## config.mk

```make
export PLATFORM = sky130hd
export DESIGN_NAME = didactic_uart_rx
export DESIGN_NICKNAME = d
export VERILOG_FILES = /design/src/rtl/didactic_uart_rx.sv
export SDC_FILE = /design/constraint.sdc
export NUM_CORES = 1
export LEC_CHECK = 0
export ABC_AREA = 0
export CAP_MARGIN = 0
export CORE_ASPECT_RATIO = 0.5
export CORE_MARGIN = 5
export CORE_UTILIZATION = 50
export DETAILED_ROUTE_END_ITERATION = 8
export PLACE_DENSITY = 0.82
export SLEW_MARGIN = 30
export SYNTH_ARGS = -nofsm -noshare
export SYNTH_HDL_FRONTEND = slang
export SYNTH_SLANG_ARGS = --single-unit
export TNS_END_PERCENT = 50
```

## constraint.sdc

```tcl
create_clock -name clk_in -period 1.5 [get_ports clk_in]
set_input_delay 0.3 -clock clk_in [delete_from_list [all_inputs] [get_ports clk_in]]
set_output_delay 0.3 -clock clk_in [all_outputs]
set_load 0.01 [all_outputs]
```

## src/rtl/didactic_uart_rx.sv

```systemverilog
// didactic_uart_rx: 8N1/8E1 UART receive monitor reporting each byte with a one-cycle strobe and error flags
module didactic_uart_rx #(
  parameter int CLK_FREQ  = 8_000_000,
  parameter int BAUD_RATE = 115200,
  parameter int PARITY_EN = 0
) (
  input  logic       clk_in,
  input  logic       reset,
  input  logic       rx,
  input  logic       rx_en,
  output logic [7:0] data,
  output logic       word_done,
  output logic       parity_error,
  output logic       frame_error
);
  localparam int CLKS_PER_BIT = (CLK_FREQ + BAUD_RATE / 2) / BAUD_RATE;
  localparam int CW = $clog2(CLKS_PER_BIT);
  localparam logic [CW-1:0] HALF_M1 = CW'(CLKS_PER_BIT / 2 - 1);
  localparam logic [CW-1:0] FULL_M1 = CW'(CLKS_PER_BIT - 1);

  if (CLKS_PER_BIT < 4) begin : g_bad_rate
    $error("didactic_uart_rx: CLKS_PER_BIT must be at least 4");
  end

  typedef enum logic [2:0] {IDLE, START, DATA, PARITY, STOP, WAIT_IDLE} state_e;

  state_e        state_q, state_d;
  logic [1:0]    sync_q;
  logic          rx_s, rx_prev_q, tick;
  logic [CW-1:0] cnt_q, cnt_d;
  logic [2:0]    idx_q, idx_d;
  logic [7:0]    shift_q, shift_d, data_q, data_d;
  logic          par_q, par_d, done_q, done_d, perr_q, perr_d, ferr_q, ferr_d;

  assign rx_s = sync_q[1];

  always_ff @(posedge clk_in or posedge reset) begin
    if (reset) begin
      sync_q    <= 2'b11;
      rx_prev_q <= 1'b1;
      state_q   <= IDLE;
      cnt_q     <= '0;
      idx_q     <= '0;
      shift_q   <= '0;
      par_q     <= 1'b0;
      data_q    <= '0;
      done_q    <= 1'b0;
      perr_q    <= 1'b0;
      ferr_q    <= 1'b0;
    end else begin
      sync_q    <= {sync_q[0], rx};
      rx_prev_q <= rx_s;
      state_q   <= state_d;
      cnt_q     <= cnt_d;
      idx_q     <= idx_d;
      shift_q   <= shift_d;
      par_q     <= par_d;
      data_q    <= data_d;
      done_q    <= done_d;
      perr_q    <= perr_d;
      ferr_q    <= ferr_d;
    end
  end

  // The start bit is sampled half a bit in so every later sample lands mid-bit.
  assign tick = cnt_q == ((state_q == START) ? HALF_M1 : FULL_M1);

  always_comb begin
    state_d = state_q;
    case (state_q)
      IDLE:      if (rx_prev_q && !rx_s && rx_en) state_d = START;
      START:     if (tick) state_d = rx_s ? IDLE : DATA;
      DATA:      if (tick && idx_q == 3'd7) state_d = (PARITY_EN != 0) ? PARITY : STOP;
      PARITY:    if (tick) state_d = STOP;
      STOP:      if (tick) state_d = rx_s ? IDLE : WAIT_IDLE;
      WAIT_IDLE: if (rx_s) state_d = IDLE;
      default:   state_d = IDLE;
    endcase
  end

  always_comb begin
    cnt_d   = (state_q == IDLE || state_q == WAIT_IDLE || tick) ? '0 : cnt_q + 1'b1;
    idx_d   = (state_q != DATA) ? 3'd0 : tick ? idx_q + 3'd1 : idx_q;
    shift_d = (state_q == DATA && tick) ? {rx_s, shift_q[7:1]} : shift_q;
    par_d   = (state_q == PARITY && tick) ? rx_s : par_q;
    done_d  = state_q == STOP && tick;
    data_d  = done_d ? shift_q : data_q;
    perr_d  = done_d ? (PARITY_EN != 0) && ((^shift_q) != par_q) : perr_q;
    ferr_d  = done_d ? !rx_s : ferr_q;
  end

  always_comb begin
    data         = data_q;
    word_done    = done_q;
    parity_error = perr_q;
    frame_error  = ferr_q;
  end
endmodule

```

==> reports/metrics.cfg <==
[run_status]
status=complete, but fails checks
violations=setup timing

[worst_setup_path]
arrival_ns=1.83
reg2reg_depth=5
cp-startpoint=cnt_q[0]
worstPathRequired_ns=1.66
r2r-start=cnt_q[0]
rrSetupSlack_ns=-0.17
rr_endpoint=state_q[0]
crit_type=reg -> reg
cp-start-kind=flop
worstSetupEndpoint=state_q[0]
cp-end-kind=flop
path_max_fanout=5

[power_and_ir_drop]
p_leak_nw=1.14
irDropWorstVdd_mv=0.742
power.density_nw_per_um2=1280

[timing]
fin_ws_ns=-0.169
max_freq_mhz=599
tns_ns=-1.76
hold_viol_final=0
rsz0062_at_grt=true
clock_skew_ns=0.00449
drv_slew=0
finalSetupViolCount=29
fin_crit_ns=1.67
fin_crit_sh_pct=111

[die]
die_h_microns=49.3
initial_core_util_pct=51.9
coreArea_sq_um=2980
rows=14
pin_count=15
dieWidth_microns=88.6
dieArea_sq_um=4370

[final_layout]
drive_gt1_share_pct=44.6
syn_to_final_growth_pct=38.9
layout_common_cells=dfrtp_1 (29), buf_4 (22), mux2_2 (16)
diodes=0
final_nets=175
final_common_cell=dfrtp_1

[yosys]
synth_area_per_cell_sq_um=12.5
ys_types=37
syn_nets=131
synth_seq_cells=34
syn-cell-area_sq_um=1550
yosys_warnings=0
ys_seq_area_share_pct=55.3
netlist_instances=124

[route]
wl_met2_microns=1970
drt_iter0_markers=73
drt_first_pass_iters=4
drcViolationCount=0
wl_met1_microns=1540
antenna_left=0
viasPerCell=5.60
wire_per_inst_microns=18.6
route.vias.total=1164
maxUsedRoutingLayer=met4
drt-total-wl_microns=3860
wl_met3_microns=207

[cts]
clk_pin_slew_ns=0.07
clkSinkCount=34
cts-hold-fix-buffers=0
clockBufferDepth=2
htreeDepth=2
cts_root_buf=clkbuf_8
cts_buffers=5
clk_latency_ns=0.29
tritoncts=done

[place]
place_congestion=0.820
dp_hpwl_microns=2100
port_buffers=13
dp_slack_ns=-0.0876

[global_routing]
antenna_found_initial=0
grt_pass1_vias=1222
grt_use_total_pct=18.9
grt_pass1_wl_microns=6130
grt-ovfl-total=0
grt_max_degree=35

[hold_path]
hp-class=in -> async

[job]
max_cap_viol_count=0

repair_timing:
action                     CTS  global route
setup endpoints to repair   23            37
gates cloned                 0             1
buffers inserted             6             4
pin swaps                    5            11
resized for setup           10            22
synth_stat cells:
cell | n | share of area [%]
dfrtp_1 | 31 | 50
mux2_2 | 17 | 12
nor2_1 | 10 | 2.4
o21ai_0 | 6 | 1.9
nand2_1 | 5 | 1.2
a21oi_1 | 4 | 1.3
nand3_1 | 4 | 1.3
dfstp_2 | 3 | 5.1
ha_1 | 3 | 2.4
inv_1 | 3 | 0.73
nand2b_1 | 3 | 1.2
xnor2_1 | 3 | 1.7
and4bb_2 | 2 | 1.6
buf_2 | 2 | 0.65
buf_4 | 2 | 0.97
nor2b_1 | 2 | 0.81
o211ai_1 | 2 | 0.97
or3_1 | 2 | 0.81
xor2_1 | 2 | 1.1
a21boi_0 | 1 | 0.49
a311o_1 | 1 | 0.65
a31oi_1 | 1 | 0.41
and3_2 | 1 | 0.49
buf_6 | 1 | 0.73
clkbuf_2 | 1 | 0.32
conb_1 | 1 | 0.24
mux2i_2 | 1 | 0.89
nand3_2 | 1 | 0.65
nor3_1 | 1 | 0.32
nor3_2 | 1 | 0.65
nor3b_1 | 1 | 0.49
nor3b_4 | 1 | 1.2
nor4bb_1 | 1 | 0.65
o31ai_4 | 1 | 1.4
o32ai_1 | 1 | 0.57
or2b_1 | 1 | 0.49
or4_1 | 1 | 0.49
sequential cells by signal, indices dropped and copies added, names as in the netlist:
name / cells
sync_q: 2
shift_q: 8
rx_prev_q: 1
state_q: 3
word_done: 1
data: 8
frame_error: 1
idx_q: 3
cnt_q: 7
report_power, final:
| part | leakage (nW) | internal [mW] | total (mW) | switching, mW |
|---|---|---|---|---|
| combinational | 0.631 | 0.454 | 0.828 | 0.373 |
| clock | 0.0573 | 0.531 | 0.856 | 0.325 |
| sequential | 0.452 | 0.984 | 1.06 | 0.0733 |
critical path, stage by stage (launching register included):
cell and delay [ns]:
dfrtp_1 0.42, and4bb_4 0.45, buf_6 0.14, mux2_2 0.17, a21oi_1 0.07, a311o_1 0.29
worst min-delay path by stage:
| stage | from | endpoint | depth (start not counted) |
|---|---|---|---|
| finish | reset | cnt_q[5] | 3 |
| global route | sync_q[0] | sync_q[1] | 0 |
| CTS | reset | cnt_q[4] | 3 |
| detailed placement | sync_q[0] | sync_q[1] | 0 |
| global placement | sync_q[0] | sync_q[1] | 0 |
| floorplan | rx | sync_q[0] | 0 |
cell families (layout without fill, tap and decap cells):
logic type	Yosys count	count (layout)	synth area share, %
compound gates	17	17	7.69
xor+xnor	5	5	2.83
mux	18	18	13.3
simple gates	37	37	14.8
fa+ha+maj	3	3	2.43
flops	34	34	55.3
buf+inv	9	53	3.40
other cells	1	1	0.243
final cells by class:
type	count	area, sq um
Clock buffer	6	82.6
Sequential cell	34	857
Fill cell	167	832
Tap cell	40	50.0
Inverter	3	11.3
Timing Repair Buffer	43	408
Multi-Input combinational cell	81	707
Clock inverter	1	30.0
through the flow:
stage	total power [mW]	std cells	hold slack (ns)	utilization [%]	cell area, sq um
global placement	1.63	190	0.346	62.2	1850
detailed placement	1.66	190	0.359	62.2	1850
floorplan	1.37	124	0.304	-	1560
CTS	2.55	203	0.362	68.6	2040
finish	2.74	208	0.362	72.1	2150
global route	2.85	208	0.370	72.1	2150
metal layers:
metal / up-vias / track usage [%]
met5: - / 0
met4: 0 / 11.8
met3: 18 / 5.56
met2: 48 / 29.9
met1: 578 / 22.3
li1: 520 / -
(Power assumes the default switching activity.)
